<file path="src/rtl/nf_op_scheduler.sv">
// nf_op_scheduler: sequences NAND flash read/write/erase operations.
// Latches request pulses, arbitrates one pending op, issues a single start
// pulse, then tracks ctrl_state and R/B# until completion, no-ack or timeout.
// Optional build macro NF_SCHED_RR_EN: round-robin arbitration instead of
// fixed erase > write > read priority.
// ACK_WAIT must be at least 2 and GAP at least 1.
module nf_op_scheduler #(
    parameter int ACK_WAIT = 16,
    parameter int TO_W     = 24,
    parameter int TO_MAX   = 2400000,
    parameter int GAP      = 8
) (
    input  logic        clk,
    input  logic        rst,
    input  logic        req_r,
    input  logic        req_w,
    input  logic        req_e,
    input  logic        abort,
    input  logic [4:0]  ctrl_state,
    input  logic        ready_busy,
    output logic        start_r,
    output logic        start_w,
    output logic        start_e,
    output logic        busy,
    output logic [1:0]  grant,
    output logic [2:0]  pending,
    output logic        done,
    output logic        err_noack,
    output logic        err_timeout,
    output logic [15:0] op_cnt
);

    localparam int AW = $clog2(ACK_WAIT + 1);
    localparam int CW = $clog2(GAP + 1);
    // The no-ack pulse is registered, so the decision is taken one cycle
    // early to land it exactly ACK_WAIT cycles after the start pulse.
    localparam logic [AW-1:0]   ACK_LAST  = AW'(ACK_WAIT - 2);
    localparam logic [CW-1:0]   COOL_LAST = CW'(GAP - 1);
    localparam logic [TO_W-1:0] TO_LAST   = TO_W'(TO_MAX - 1);

    typedef enum logic [2:0] {
        S_IDLE,
        S_ARB,
        S_ISSUE,
        S_WAIT_ACK,
        S_WAIT_DONE,
        S_COOL
    } state_t;

    state_t          state_q, state_d;
    logic [2:0]      pending_q, pending_d;
    logic [1:0]      grant_q, grant_d;
    logic            start_r_q, start_r_d;
    logic            start_w_q, start_w_d;
    logic            start_e_q, start_e_d;
    logic            busy_q, busy_d;
    logic            done_q, done_d;
    logic            err_noack_q, err_noack_d;
    logic            err_timeout_q, err_timeout_d;
    logic [15:0]     op_cnt_q, op_cnt_d;
    logic [AW-1:0]   ack_cnt_q, ack_cnt_d;
    logic [TO_W-1:0] to_cnt_q, to_cnt_d;
    logic [CW-1:0]   cool_cnt_q, cool_cnt_d;
    logic            done_seen_q, done_seen_d;
    logic            rb_meta_q, rb_s_q;
    logic [1:0]      sel;
    logic [2:0]      clr_mask;
    logic            cmpl_cond;
`ifdef NF_SCHED_RR_EN
    logic [1:0]      last_q, last_d;
`endif

    // Arbitration: pick the grant code (1 read, 2 write, 3 erase) from pending.
    always_comb begin
        sel = 2'd0;
`ifdef NF_SCHED_RR_EN
        case (last_q)
            2'd1: begin
                if (pending_q[1])      sel = 2'd2;
                else if (pending_q[2]) sel = 2'd3;
                else if (pending_q[0]) sel = 2'd1;
            end
            2'd2: begin
                if (pending_q[2])      sel = 2'd3;
                else if (pending_q[0]) sel = 2'd1;
                else if (pending_q[1]) sel = 2'd2;
            end
            default: begin
                if (pending_q[0])      sel = 2'd1;
                else if (pending_q[1]) sel = 2'd2;
                else if (pending_q[2]) sel = 2'd3;
            end
        endcase
`else
        if (pending_q[2])      sel = 2'd3;
        else if (pending_q[1]) sel = 2'd2;
        else if (pending_q[0]) sel = 2'd1;
`endif
    end

    // Next-state, counters and registered outputs for the scheduler FSM.
    always_comb begin
        state_d       = state_q;
        grant_d       = grant_q;
        start_r_d     = 1'b0;
        start_w_d     = 1'b0;
        start_e_d     = 1'b0;
        done_d        = 1'b0;
        err_noack_d   = 1'b0;
        err_timeout_d = 1'b0;
        op_cnt_d      = op_cnt_q;
        ack_cnt_d     = ack_cnt_q;
        to_cnt_d      = to_cnt_q;
        cool_cnt_d    = cool_cnt_q;
        done_seen_d   = done_seen_q;
        clr_mask      = 3'b000;
        cmpl_cond     = (ctrl_state == 5'd0) && rb_s_q;
`ifdef NF_SCHED_RR_EN
        last_d        = last_q;
`endif

        case (state_q)
            S_IDLE: begin
                if (pending_q != 3'b000) state_d = S_ARB;
            end
            S_ARB: begin
                grant_d   = sel;
                start_r_d = (sel == 2'd1);
                start_w_d = (sel == 2'd2);
                start_e_d = (sel == 2'd3);
                case (sel)
                    2'd1:    clr_mask = 3'b001;
                    2'd2:    clr_mask = 3'b010;
                    2'd3:    clr_mask = 3'b100;
                    default: clr_mask = 3'b000;
                endcase
`ifdef NF_SCHED_RR_EN
                last_d = sel;
`endif
                state_d = S_ISSUE;
            end
            S_ISSUE: begin
                ack_cnt_d = '0;
                state_d   = S_WAIT_ACK;
            end
            S_WAIT_ACK: begin
                done_seen_d = 1'b0;
                if (ctrl_state != 5'd0) begin
                    to_cnt_d = '0;
                    state_d  = S_WAIT_DONE;
                end else if (ack_cnt_q == ACK_LAST) begin
                    err_noack_d = 1'b1;
                    grant_d     = 2'd0;
                    cool_cnt_d  = '0;
                    state_d     = S_COOL;
                end else begin
                    ack_cnt_d = ack_cnt_q + AW'(1);
                end
            end
            S_WAIT_DONE: begin
                to_cnt_d    = to_cnt_q + TO_W'(1);
                done_seen_d = cmpl_cond;
                if (cmpl_cond && done_seen_q) begin
                    done_d     = 1'b1;
                    op_cnt_d   = op_cnt_q + 16'd1;
                    grant_d    = 2'd0;
                    cool_cnt_d = '0;
                    state_d    = S_COOL;
                end else if (to_cnt_q == TO_LAST) begin
                    err_timeout_d = 1'b1;
                    grant_d       = 2'd0;
                    cool_cnt_d    = '0;
                    state_d       = S_COOL;
                end
            end
            S_COOL: begin
                if (cool_cnt_q == COOL_LAST) state_d = S_IDLE;
                else                         cool_cnt_d = cool_cnt_q + CW'(1);
            end
            default: state_d = S_IDLE;
        endcase

        // New requests win over the arbiter clearing the same bit.
        pending_d = (pending_q & ~clr_mask) | {req_e, req_w, req_r};

        // Abort cancels everything, including a same-cycle request.
        if (abort) begin
            state_d       = S_IDLE;
            grant_d       = 2'd0;
            pending_d     = 3'b000;
            start_r_d     = 1'b0;
            start_w_d     = 1'b0;
            start_e_d     = 1'b0;
            done_d        = 1'b0;
            err_noack_d   = 1'b0;
            err_timeout_d = 1'b0;
            op_cnt_d      = op_cnt_q;
`ifdef NF_SCHED_RR_EN
            last_d        = last_q;
`endif
        end

        busy_d = (state_d == S_ISSUE) || (state_d == S_WAIT_ACK) ||
                 (state_d == S_WAIT_DONE) || (state_d == S_COOL);
    end

    // State, counter, output and R/B# synchroniser registers.
    always_ff @(posedge clk or posedge rst) begin
        if (rst) begin
            state_q       <= S_IDLE;
            pending_q     <= 3'b000;
            grant_q       <= 2'd0;
            start_r_q     <= 1'b0;
            start_w_q     <= 1'b0;
            start_e_q     <= 1'b0;
            busy_q        <= 1'b0;
            done_q        <= 1'b0;
            err_noack_q   <= 1'b0;
            err_timeout_q <= 1'b0;
            op_cnt_q      <= 16'd0;
            ack_cnt_q     <= '0;
            to_cnt_q      <= '0;
            cool_cnt_q    <= '0;
            done_seen_q   <= 1'b0;
            rb_meta_q     <= 1'b1;
            rb_s_q        <= 1'b1;
`ifdef NF_SCHED_RR_EN
            last_q        <= 2'd3;
`endif
        end else begin
            state_q       <= state_d;
            pending_q     <= pending_d;
            grant_q       <= grant_d;
            start_r_q     <= start_r_d;
            start_w_q     <= start_w_d;
            start_e_q     <= start_e_d;
            busy_q        <= busy_d;
            done_q        <= done_d;
            err_noack_q   <= err_noack_d;
            err_timeout_q <= err_timeout_d;
            op_cnt_q      <= op_cnt_d;
            ack_cnt_q     <= ack_cnt_d;
            to_cnt_q      <= to_cnt_d;
            cool_cnt_q    <= cool_cnt_d;
            done_seen_q   <= done_seen_d;
            rb_meta_q     <= ready_busy;
            rb_s_q        <= rb_meta_q;
`ifdef NF_SCHED_RR_EN
            last_q        <= last_d;
`endif
        end
    end

    assign start_r     = start_r_q;
    assign start_w     = start_w_q;
    assign start_e     = start_e_q;
    assign busy        = busy_q;
    assign grant       = grant_q;
    assign pending     = pending_q;
    assign done        = done_q;
    assign err_noack   = err_noack_q;
    assign err_timeout = err_timeout_q;
    assign op_cnt      = op_cnt_q;

endmodule

</file>
<file path="config.mk">
export PLATFORM = sky130hd
export DESIGN_NAME = nf_op_scheduler
export DESIGN_NICKNAME = d
export VERILOG_FILES = /design/src/rtl/nf_op_scheduler.sv
export SDC_FILE = /design/constraint.sdc
export NUM_CORES = 1
export LEC_CHECK = 0
export BUFFER_PORTS_ARGS = -buffer_cell sky130_fd_sc_hd__buf_2
export CAP_MARGIN = 20
export CORE_MARGIN = 5
export CORE_UTILIZATION = 45
export CTS_BUF_LIST = sky130_fd_sc_hd__clkbuf_4 sky130_fd_sc_hd__clkbuf_8 sky130_fd_sc_hd__clkbuf_16
export DETAILED_ROUTE_END_ITERATION = 16
export HOLD_SLACK_MARGIN = 0.06
export SKIP_CTS_REPAIR_TIMING = 1
export SKIP_LAST_GASP = 1
export SLEW_MARGIN = 25
export SYNTH_ARGS = -nofsm -noshare
export SYNTH_HDL_FRONTEND = slang
export SYNTH_SLANG_ARGS = --single-unit
</file>
<file path="constraint.sdc">
create_clock -name clk -period 5.44 [get_ports clk]
set_input_delay 1.088 -clock clk [delete_from_list [all_inputs] [get_ports clk]]
set_output_delay 1.088 -clock clk [all_outputs]
set_load 0.05 [all_outputs]
</file>
==> metrics <==
Crit Reg-Reg Endpoint to_cnt_q[23]; layout cell share with drive strength beyond 1 20.2%; Remaining DRCs 0; n_diodes 0; sequential cell area 1680 µm²; Final ANT Viol Nets 0; multi-input logic area 1550 µm²; hold slack 0.358 ns; reg2reg path depth 5; Post-Syn Nets 341; Worst Min Path Start rb_meta_q; CTS Root Cell clkbuf_8; I/O pin total 40; vias in the first global route 2427; clk slew on worst S/H paths 0.07 ns; critical path class in -> reg; Die Ht 95.8 µm; Worst R2R Setup Slack 3.07 ns; final worst setup slack 2.77 ns; pre-CTS WS 2.46 ns; Routed wire per std cell 14.3 µm; worst rel slew slack 44.6%; vias 2512; largest net degree at the start of global routing 68; VDD IR max 0.000183 V; clk_lat worst skew 0.34 ns; Hold Path Class reg -> reg; row count 31; Layout Nets 383; Synth-to-Final Area Change 13.6%; Final Hold Vio Count 0; first-pass GRT wire length 11.6 mm; clk_skew 0.00843 ns; Reg2Reg Launch Point state_q[0]; commonest non-fill, non-tap cell in the layout dfrtp_1; CTS tree yes; CP dominant cell by count o21ai_0; Total GRT Usage 16.3%; placed cell count 454; Slowest cell on crit path or4_1; htree depth 3; largest fanout on the critical path 7; CTS Buffer Depth 2; filler cell count 678; Worst Path Arrival 2.92 ns; Leakage 1.83 nW; status complete, no violations; asr flop ratio synth 100%; Cell Area, Synth 3310 µm²; Die Span X 95.8 µm; crit-path max cell delay 0.62 ns; IO buf count 39; Syn Inst Count 324; antenna violations before repair 0; number of synthesized flops with an enable pin 0; Max Cap Viol 0; WHS Endpoint rb_s_q; Slew Viols, Final 0; WL final 6.74 mm; Core Area 7210 µm²; RSZ-0062 raised after global routing no; Clock Sink Count 67; Tightest Pin Transition 0.831 ns; sequential element share of the synthesized area 50.7%; commonest cells after routing, fill and taps aside 65 x dfrtp_1, 39 x buf_2, 38 x nand2_1; Num CTS Buffers 9; Final setup viols 0; Pre-antenna DRT Iters 4; Worst Hold Depth 0; Critical Path RT 5.69 ns; Tcrit/Tclk final 49.1%; die area 9180 µm²; Initial Util 45.9%; post-synth cell types 55; register bit total from synthesis 67; top_reg_cell synth dfrtp_1; placed instance area 3590 µm²; Iter 0 DRT Violations 121; mean area per synthesized cell 10.2 µm²; Setup TNS Final 0 ns; routed vias/inst 5.34; Finished Cell Area 3760 µm²; Final Critical Period 2.67 ns; fmax 375 MHz; CP endpoint kind register; Synth Warn # 0; fin cells 470; HPWL Detailed 4.76 mm; Pwr per Cell Area 325 nW/µm²; total grt overflow 0; type of origin of the critical path input pin; worst path cell trace buf_2 -> or4_1 -> or2_2 -> a21oi_1 -> o21ai_0 -> o21ai_0; GPL Wtd Cong 0.758
-- area by class of cell --
type / instances / area share [%]
clock inverter: 4 / 0.698
tap: 99 / 3.29
sequential: 67 / 44.6
inverter: 7 / 0.698
multi-input combinational: 241 / 41.3
timing repair buffer: 40 / 5.38
clock buffer: 12 / 4.05
-- synth_stat cells (7+ instances only) --
cell | instances | area, µm²
nand4_1 | 10 | 62.6
dfrtp_1 | 65 | 1630
nand2_1 | 38 | 143
nand3_1 | 15 | 75.1
xor2_1 | 10 | 87.6
o21ai_0 | 19 | 95.1
inv_1 | 7 | 26.3
mux2i_1 | 10 | 100
a21oi_1 | 10 | 50.1
and3_1 | 8 | 50.1
nor2_1 | 27 | 101
xnor2_1 | 9 | 78.8
o31ai_1 | 11 | 82.6
-- per-layer routing --
| layer | wire [µm] | part of all wire (%) | vias to the layer above | GRT usage [%] |
|---|---|---|---|---|
| met3 | 194 | 2.9 | 6 | 5.00 |
| met4 | 68 | 1.0 | 0 | 4.38 |
| met1 | 3240 | 48 | 1219 | 21.6 |
| met5 | 0 | 0 | - | 0 |
| li1 | - | - | 1253 | - |
| met2 | 3240 | 48 | 34 | 25.9 |
-- power by group --
part / internal, mW / switching [mW] / leakage, nW
Combinational: 0.0764 / 0.111 / 0.835
Sequential: 0.571 / 0.0915 / 0.906
Clock: 0.187 / 0.185 / 0.0932
-- critical path: cells and delay by family --
family                 cells  cell delay [ns]
AO/OA/AOI/OAI              3             0.76
buffers and inverters      1             0.09
AND/OR/NAND/NOR            2             0.97
-- worst max path at each step --
stage | startpoint | to | slack, ns
detailed placement | ctrl_state[1] | to_cnt_q[7] | 2.46
global route | ctrl_state[1] | to_cnt_q[6] | 2.64
floorplan | rst | ack_cnt_q[0] | 2.67
global placement | ctrl_state[1] | to_cnt_q[7] | 2.50
finish | ctrl_state[1] | to_cnt_q[5] | 2.77
CTS | ctrl_state[1] | to_cnt_q[6] | 2.79
-- registers in the layout, indices dropped and copies added, names as in the netlist --
register / count
cool_cnt_q: 4
ack_cnt_q: 5
to_cnt_q: 24
busy: 1
done_seen_q: 1
grant: 2
start_e: 1
rb_s_q: 1
state_q: 3
err_noack: 1
rb_meta_q: 1
pending: 3
start_r: 1
start_w: 1
done: 1
err_timeout: 1
op_cnt: 16
-- kinds of logic after synthesis --
kind of cell               after synthesis  synth area share [%]
AOI/OAI and AO/OA                       62                  12.5
xor gates and xnor gates                19                  5.02
adders and majority gates                5                  1.89
buffers and inverters                   16                  2.45
DFF                                     67                  50.7
muxes                                   11                  3.36
and+or+nand+nor                        144                  24.1
-- metrics by stage --
| step | util, % | total power [mW] |
|---|---|---|
| after detailed placement | 49.7 | 0.860 |
| after global routing | 52.2 | 1.30 |
| after global placement | 49.7 | 0.851 |
| final | 52.2 | 1.22 |
| after floorplan | - | 0.804 |
| after CTS | 52.2 | 1.24 |
(Power assumes the default switching activity.)
